[src/rtl/dataram_ctrl.sv]
// Dual-port (CPU/debug) arbiter and sequencer for a byte/bit addressable 8051 data RAM.
// Round-robin grant, address legality check, and a registered ISSUE/CAPTURE RAM handshake.
module dataram_ctrl (
  input  logic       clk,
  input  logic       rst_n,
  input  logic       a_req,
  input  logic [1:0] a_op,
  input  logic [7:0] a_addr,
  input  logic [7:0] a_wdata,
  output logic       a_ack,
  output logic [7:0] a_rdata,
  output logic       a_err,
  input  logic       b_req,
  input  logic [1:0] b_op,
  input  logic [7:0] b_addr,
  input  logic [7:0] b_wdata,
  output logic       b_ack,
  output logic [7:0] b_rdata,
  output logic       b_err,
  output logic       ram_cs_n,
  output logic       ram_rw,
  output logic       ram_bb,
  output logic [7:0] ram_addr,
  output logic [7:0] ram_position,
  output logic [7:0] ram_din,
  output logic       ram_bin,
  input  logic [7:0] ram_dout,
  input  logic       ram_bout,
  output logic       busy
);

  localparam int unsigned DW = 8;
  localparam logic [DW-1:0] BIT_AREA_BASE = 8'h20;

  typedef enum logic [1:0] {
    S_IDLE    = 2'd0,
    S_ISSUE   = 2'd1,
    S_CAPTURE = 2'd2,
    S_DONE    = 2'd3
  } state_t;

  state_t        r_state;
  logic          r_gnt_b;
  logic          r_last_b;
  logic [1:0]    r_op;

  logic          w_any_req;
  logic          w_grant_b;
  logic [1:0]    w_op;
  logic [DW-1:0] w_addr;
  logic [DW-1:0] w_wdata;
  logic          w_illegal;
  logic [DW-1:0] w_map_addr;
  logic [DW-1:0] w_map_pos;

  logic          w_resp;
  logic          w_resp_b;
  logic [DW-1:0] w_resp_rdata;
  logic          w_resp_err;

  // Grant: B wins only when alone or when A was served last.
  assign w_any_req = a_req | b_req;
  assign w_grant_b = b_req & (~a_req | ~r_last_b);
  assign w_op      = w_grant_b ? b_op    : a_op;
  assign w_addr    = w_grant_b ? b_addr  : a_addr;
  assign w_wdata   = w_grant_b ? b_wdata : a_wdata;
  assign w_illegal = w_addr[DW-1];

  // Bit addresses 0x00-0x7F live in bytes 0x20-0x2F.
  assign w_map_addr = w_op[1] ? (BIT_AREA_BASE + DW'(w_addr[6:3])) : w_addr;
  assign w_map_pos  = w_op[1] ? (DW'(1) << w_addr[2:0]) : '0;

  // Response decode for the cycle that moves the FSM into DONE.
  always_comb begin
    w_resp       = 1'b0;
    w_resp_b     = r_gnt_b;
    w_resp_rdata = '0;
    w_resp_err   = 1'b0;
    case (r_state)
      S_IDLE: begin
        if (w_any_req && w_illegal) begin
          w_resp     = 1'b1;
          w_resp_b   = w_grant_b;
          w_resp_err = 1'b1;
        end
      end
      S_ISSUE: begin
        w_resp = r_op[0];
      end
      S_CAPTURE: begin
        w_resp       = 1'b1;
        w_resp_rdata = r_op[1] ? {7'b0, ram_bout} : ram_dout;
      end
      default: ;
    endcase
  end

  always_ff @(posedge clk) begin
    if (!rst_n) begin
      r_state      <= S_IDLE;
      r_gnt_b      <= 1'b0;
      r_last_b     <= 1'b1;
      r_op         <= '0;
      ram_cs_n     <= 1'b1;
      ram_rw       <= 1'b1;
      ram_bb       <= 1'b1;
      ram_addr     <= '0;
      ram_position <= '0;
      ram_din      <= '0;
      ram_bin      <= 1'b0;
      a_ack        <= 1'b0;
      b_ack        <= 1'b0;
      a_rdata      <= '0;
      b_rdata      <= '0;
      a_err        <= 1'b0;
      b_err        <= 1'b0;
      busy         <= 1'b0;
    end else begin
      a_ack <= 1'b0;
      b_ack <= 1'b0;

      if (w_resp) begin
        if (w_resp_b) begin
          b_ack   <= 1'b1;
          b_rdata <= w_resp_rdata;
          b_err   <= w_resp_err;
        end else begin
          a_ack   <= 1'b1;
          a_rdata <= w_resp_rdata;
          a_err   <= w_resp_err;
        end
      end

      case (r_state)
        S_IDLE: begin
          if (w_any_req) begin
            r_gnt_b <= w_grant_b;
            r_op    <= w_op;
            busy    <= 1'b1;
            if (w_illegal) begin
              r_state <= S_DONE;
            end else begin
              r_state      <= S_ISSUE;
              ram_cs_n     <= 1'b0;
              ram_rw       <= ~w_op[0];
              ram_bb       <= ~w_op[1];
              ram_addr     <= w_map_addr;
              ram_position <= w_map_pos;
              ram_din      <= w_op[1] ? '0 : w_wdata;
              ram_bin      <= w_op[1] & w_wdata[0];
            end
          end
        end
        S_ISSUE: begin
          if (r_op[0]) begin
            r_state  <= S_DONE;
            ram_cs_n <= 1'b1;
            ram_rw   <= 1'b1;
          end else begin
            r_state <= S_CAPTURE;
          end
        end
        S_CAPTURE: begin
          r_state  <= S_DONE;
          ram_cs_n <= 1'b1;
          ram_rw   <= 1'b1;
        end
        S_DONE: begin
          r_last_b <= r_gnt_b;
          r_state  <= S_IDLE;
          busy     <= 1'b0;
        end
        default: r_state <= S_IDLE;
      endcase
    end
  end

endmodule

[config.mk]
export PLATFORM = sky130hd
export DESIGN_NAME = dataram_ctrl
export DESIGN_NICKNAME = d
export VERILOG_FILES = /design/src/rtl/dataram_ctrl.sv
export SDC_FILE = /design/constraint.sdc
export NUM_CORES = 1
export LEC_CHECK = 0
export BUFFER_PORTS_ARGS = -buffer_cell sky130_fd_sc_hd__buf_2
export CAP_MARGIN = 40
export CORE_UTILIZATION = 49
export CTS_CLUSTER_SIZE = 16
export DETAILED_ROUTE_END_ITERATION = 10
export GPL_TIMING_DRIVEN = 0
export MAX_ROUTING_LAYER = met4
export PLACE_DENSITY_LB_ADDON = 0.08
export SYNTH_ARGS = -nofsm -noshare
export SYNTH_HDL_FRONTEND = slang
export SYNTH_SLANG_ARGS = --single-unit
export TNS_END_PERCENT = 30
[constraint.sdc]
create_clock -name clk -period 2.4 [get_ports clk]
set_input_delay 0.24 -clock clk [delete_from_list [all_inputs] [get_ports clk]]
set_output_delay 0.24 -clock clk [all_outputs]
set_load 0.05 [all_outputs]
* Word level (Yosys, flattened, before mapping)
Index checks and enable logic that the tools add are counted.
W data, S select, Z words.
** Storage, ports and cells
- Flip-flop bits (word level) :: 55
- Input bits :: 49
** Operators by class
- Add/subtract/negate cells :: 1
- Equal/unequal tests :: 6
- Shift operators :: 1
- Muxes and demuxes :: 28
- Bitwise gates (word level) :: 10
- Reduce and logical (&&, ||, !) cells :: 11
** Operators with widths (number)
- $mux W8 :: 6
- $mux W1 :: 13
- $reduce_and A2 Y1 :: 5
- $pmux W1 S3 :: 3
- $pmux W2 S4 :: 1
- $shl A1 B3 Y8 const A :: 1
- $add A6 B4 Y7 const A :: 1
- $mux W7 :: 1
- $mux W2 :: 3
- $ne A2 B2 Y1 const B :: 3
- $not A1 Y1 :: 6
- $eq A2 B2 Y1 const B :: 2
- $reduce_and A4 Y1 :: 1
- $reduce_and A3 Y1 :: 1
- $reduce_bool A3 Y1 :: 1
- $and A1 B1 Y1 :: 2
- $eq A2 B1 Y1 const B :: 1
- $logic_not A2 Y1 :: 1
- $or A1 B1 Y1 :: 2
- $pmux W1 S2 :: 1
- $reduce_bool A2 Y1 :: 1
- $logic_and A1 B1 Y1 :: 1

* Logic depth before layout (Yosys ltp)
- Depth after elaboration :: 9
- Depth in mapped cells :: 9

* Worst setup path after synthesis
OpenSTA, ideal clock, no wires.
- Path type :: register to register
- Start point :: register r_state[0]
- End point :: register ram_din[1]
- Library setup time :: 118 ps
- Arrival time :: 1724 ps
- Path slack :: 558 ps
- Stages on the path, launching flop included :: 9
- Period minus slack after synthesis :: 1842 ps
- Cell sequence :: dfxtp_1 -> inv_1 -> ha_1 -> nor2b_1 -> a32oi_2 -> and2b_1 -> buf_2 -> a22oi_1 -> nor2b_1
** On the way
- Word-level cells in the longest chain between the ends :: 2
** RTL lines
- start: declaration :: line 42 : state_t r_state;
- start signal: assignment :: line 100 : r_state <= S_IDLE;
- start signal: assignment :: line 141 : r_state <= S_DONE;
- start signal: assignment :: line 143 : r_state <= S_ISSUE;
- $logic_not A2 Y1 :: line 134 : case (r_state)
- $reduce_and A3 Y1 (no line)
- end signal: assignment :: line 149 : ram_din <= w_op[1] ? '0 : w_wdata;
- end: declaration :: line 25 : output logic [7:0] ram_din,
Every way passes these cells.
A chain may end at the register's enable or synchronous reset.

* Worst setup path in the final report
- Start point :: register r_state[0]
- End point :: register ram_din[3]
Same word-level chain as after synthesis.

==> run metrics <==
outcome=finished, final reports clean; Total GRT Usage=22.9%; Syn Inst Count=273; gpl congestion=0.810; FP Rows=26; area taken by multi-input logic gates=0.00139 sq mm; Syn Area/Cell=9.51 sq um; Final Cell Area=0.00328 sq mm; Root Driver=clkbuf_8; final hold slack=0.199 ns; first-pass GRT wire length=9500 um; Hold Path Origin=ram_dout[1]; data arrival time of the worst path=2.29 ns; Via density=5.13; DR pass1 iterations=4; CP Cell Sequence=inv_1 -> ha_1 -> nor2b_1 -> a32oi_2 -> and2b_1 -> buf_2 -> a22oi_1 -> nor2b_1; YS warnings=0; Top delay family on crit path=compound AO/OA/AOI/OAI gates; worst r2r src=r_state[0]; initial antenna violation count=0; grt ovf=0; end of the worst hold path=a_rdata[1]; PnR worst setup slack=0.328 ns; slowest CP cell=dfxtp_1; Max Root-Sink Buffers=2; Filler Cell Count=462; Die Area=0.00560 sq mm; setup_tns=0 ns; Worst Setup Path Type=flop to flop; post-synth cell types=41; post-route ant nets=0; WL final=6130 um; initial drt markers=90; register area=0.00108 sq mm; CP Launch Type=flop; fmax=483 MHz; layout cells sized above 1=37.0%; Hold Vio Cnt, Final=0; Worst Hold Depth=3; dpl ws=0.313 ns; Main synth FF type=dfxtp_1; CTS Buf Count=5; Buf+Inv Stages, Crit Path=2; Area after DPL=0.00316 sq mm; total setup buffers inserted after CTS=0; Die Span X=74.8 um; H-Tree Depth=2; overall power=0.00309 W; worst min-delay path category=primary input to flop; die height=74.8 um; Final #Nets=429; EDFF count, synth=0; post-synthesis net count=327; path depth of the worst reg2reg path=8; core area=0.00511 sq mm; slowest stage delay, CP=0.39 ns; Yosys reg bits=54; DRC viols=0; fraction of registers with async set/reset=0%; vias post-DR=2286; clk_lat worst skew=0.32 ns; Crit Path Max Fanout=10; Starting Density=50.9%; minimum clock period=2.07 ns; Max Clock Skew=0.00963 ns; leak pwr=1.42 nW; max-cap viol count=0; Clock Sinks=54; crit share post-route=86.3%; Synth Cell Area=0.00260 sq mm; post-DP HPWL=4430 um; Power Density=944 mW/mm^2; post_cts resized=0; drt wl/cell=13.7 um; Seq/Total Area, Yosys=41.6%; R2R Path End=ram_din[3]; pin count of the biggest net entering global routing=19; CP endpoint kind=flop; # IOs=98; required time worst endpoint=2.61 ns; vias in the first global route=2075; final slew viol count=0; Hold Buf Count CTS=0; Setup-failing EPs final=0; VDD IR max=528 uV; RSZ-0062 raised after global routing=false; worst reg-to-reg setup slack=0.33 ns; Port Buffer Count=95; CTS clk-pin slew, worst paths=0.11 ns; Layout area overhead=26.2%; Crit path top cell by count=nor2b_1; diode count=0; CTS tree=done
## layout make-up
| type | instances | area share (%) |
|---|---|---|
| multi-input combinational | 194 | 42.5 |
| sequential | 54 | 33.0 |
| clock buffer | 5 | 2.10 |
| clock inverter | 3 | 1.45 |
| buffer | 18 | 3.02 |
| inverter | 7 | 0.802 |
| timing repair buffer | 95 | 14.5 |
| tap | 70 | 2.67 |
## worst register-to-register path, delay by kind of cell, from the launching register on
| kind | cells | cell delay [ns] |
|---|---|---|
| buf+inv | 2 | 0.29 |
| fa+ha+maj | 1 | 0.29 |
| compound gates | 2 | 0.51 |
| flops | 1 | 0.39 |
| simple gates | 3 | 0.50 |
## power breakdown
part	leakage [nW]	switching, W	internal, W
sequential	0.439	0.0000704	0.00102
combinational	0.926	0.000880	0.000478
clock	0.0587	0.000326	0.000317
## cells by family after synthesis
kind of cell    after synthesis  share of synthesized area (%)
mux                          37                           15.0
flops                        54                           41.6
fa+ha+maj                     5                           2.41
buf+inv                      25                           4.82
simple gates                 96                           20.3
compound gates               55                           15.7
other cells                   1                          0.144
## synth_stat cells (all sizes together) (2+ instances only)
library cell	instances	area share, %
ha	5	2.4
nand3	10	1.9
nor2	6	0.87
nor3	2	0.58
nand3b	6	1.7
dfxtp	54	42
a22oi	20	5.8
or3b	4	1.3
mux2i	24	9.4
inv	7	1.0
nand2	30	4.3
mux2	13	5.6
and2	3	0.72
a32oi	3	1.6
nand2b	3	0.72
buf	10	2.6
a221oi	4	1.3
a21oi	9	1.7
clkbuf	8	1.2
nor2b	28	6.7
o21ai	11	2.1
## layer usage
layer	global-route usage, %	routed length [um]
met2	38.0	2910
met3	4.28	308
met5	-	0
met1	28.8	2850
met4	5.66	53
## how the worst max path moves through the flow
stage	start	end	cells after the start
2_1_floorplan	r_state[0]	ram_din[1]	8
3_3_place_gp	r_state[0]	ram_din[5]	8
3_5_place_dp	r_state[0]	ram_din[3]	8
4_1_cts	r_state[0]	ram_din[3]	8
5_1_grt	r_state[0]	ram_addr[6]	8
6_report	r_state[0]	ram_din[3]	8
## registers in the layout, indices dropped and copies added, names as in the netlist
signal and cells:
r_state 2, r_op 2, b_ack 1, ram_din 8
r_gnt_b 1, b_err 1, a_ack 1, ram_bin 1
ram_position 8, r_last_b 1, b_rdata 8, busy 1
a_err 1, a_rdata 8, ram_rw 1, ram_addr 7
ram_cs_n 1, ram_bb 1
## cell usage in the layout (no fill, tap or decap), types with 2 or more instances in the layout
cell type / netlist / layout
clkbuf_1: 8 / 8
o21ai_0: 8 / 8
mux2i_1: 23 / 23
a22oi_1: 20 / 20
a32oi_2: 2 / 2
o21ai_1: 3 / 3
nor2b_1: 28 / 28
buf_2: 4 / 99
ha_1: 5 / 5
a221oi_1: 4 / 4
nand3b_1: 6 / 6
nand3_1: 10 / 10
inv_1: 6 / 6
and2_1: 3 / 3
dfxtp_1: 54 / 54
nor2_1: 6 / 6
buf_4: 5 / 5
mux2_2: 13 / 13
nand2b_1: 3 / 3
or3b_2: 4 / 4
nand2_1: 30 / 30
clkbuf_8: 0 / 5
a21oi_1: 9 / 9
## stage by stage
| step | utilization (%) | cells |
|---|---|---|
| 6_report | 64.2 | 446 |
| 5_1_grt | 64.2 | 446 |
| 4_1_cts | 64.2 | 446 |
| 3_5_place_dp | 61.9 | 438 |
| 3_3_place_gp | 61.9 | 438 |
| 2_1_floorplan | - | 273 |
No activity file was read; power rests on OpenSTA's default activity.
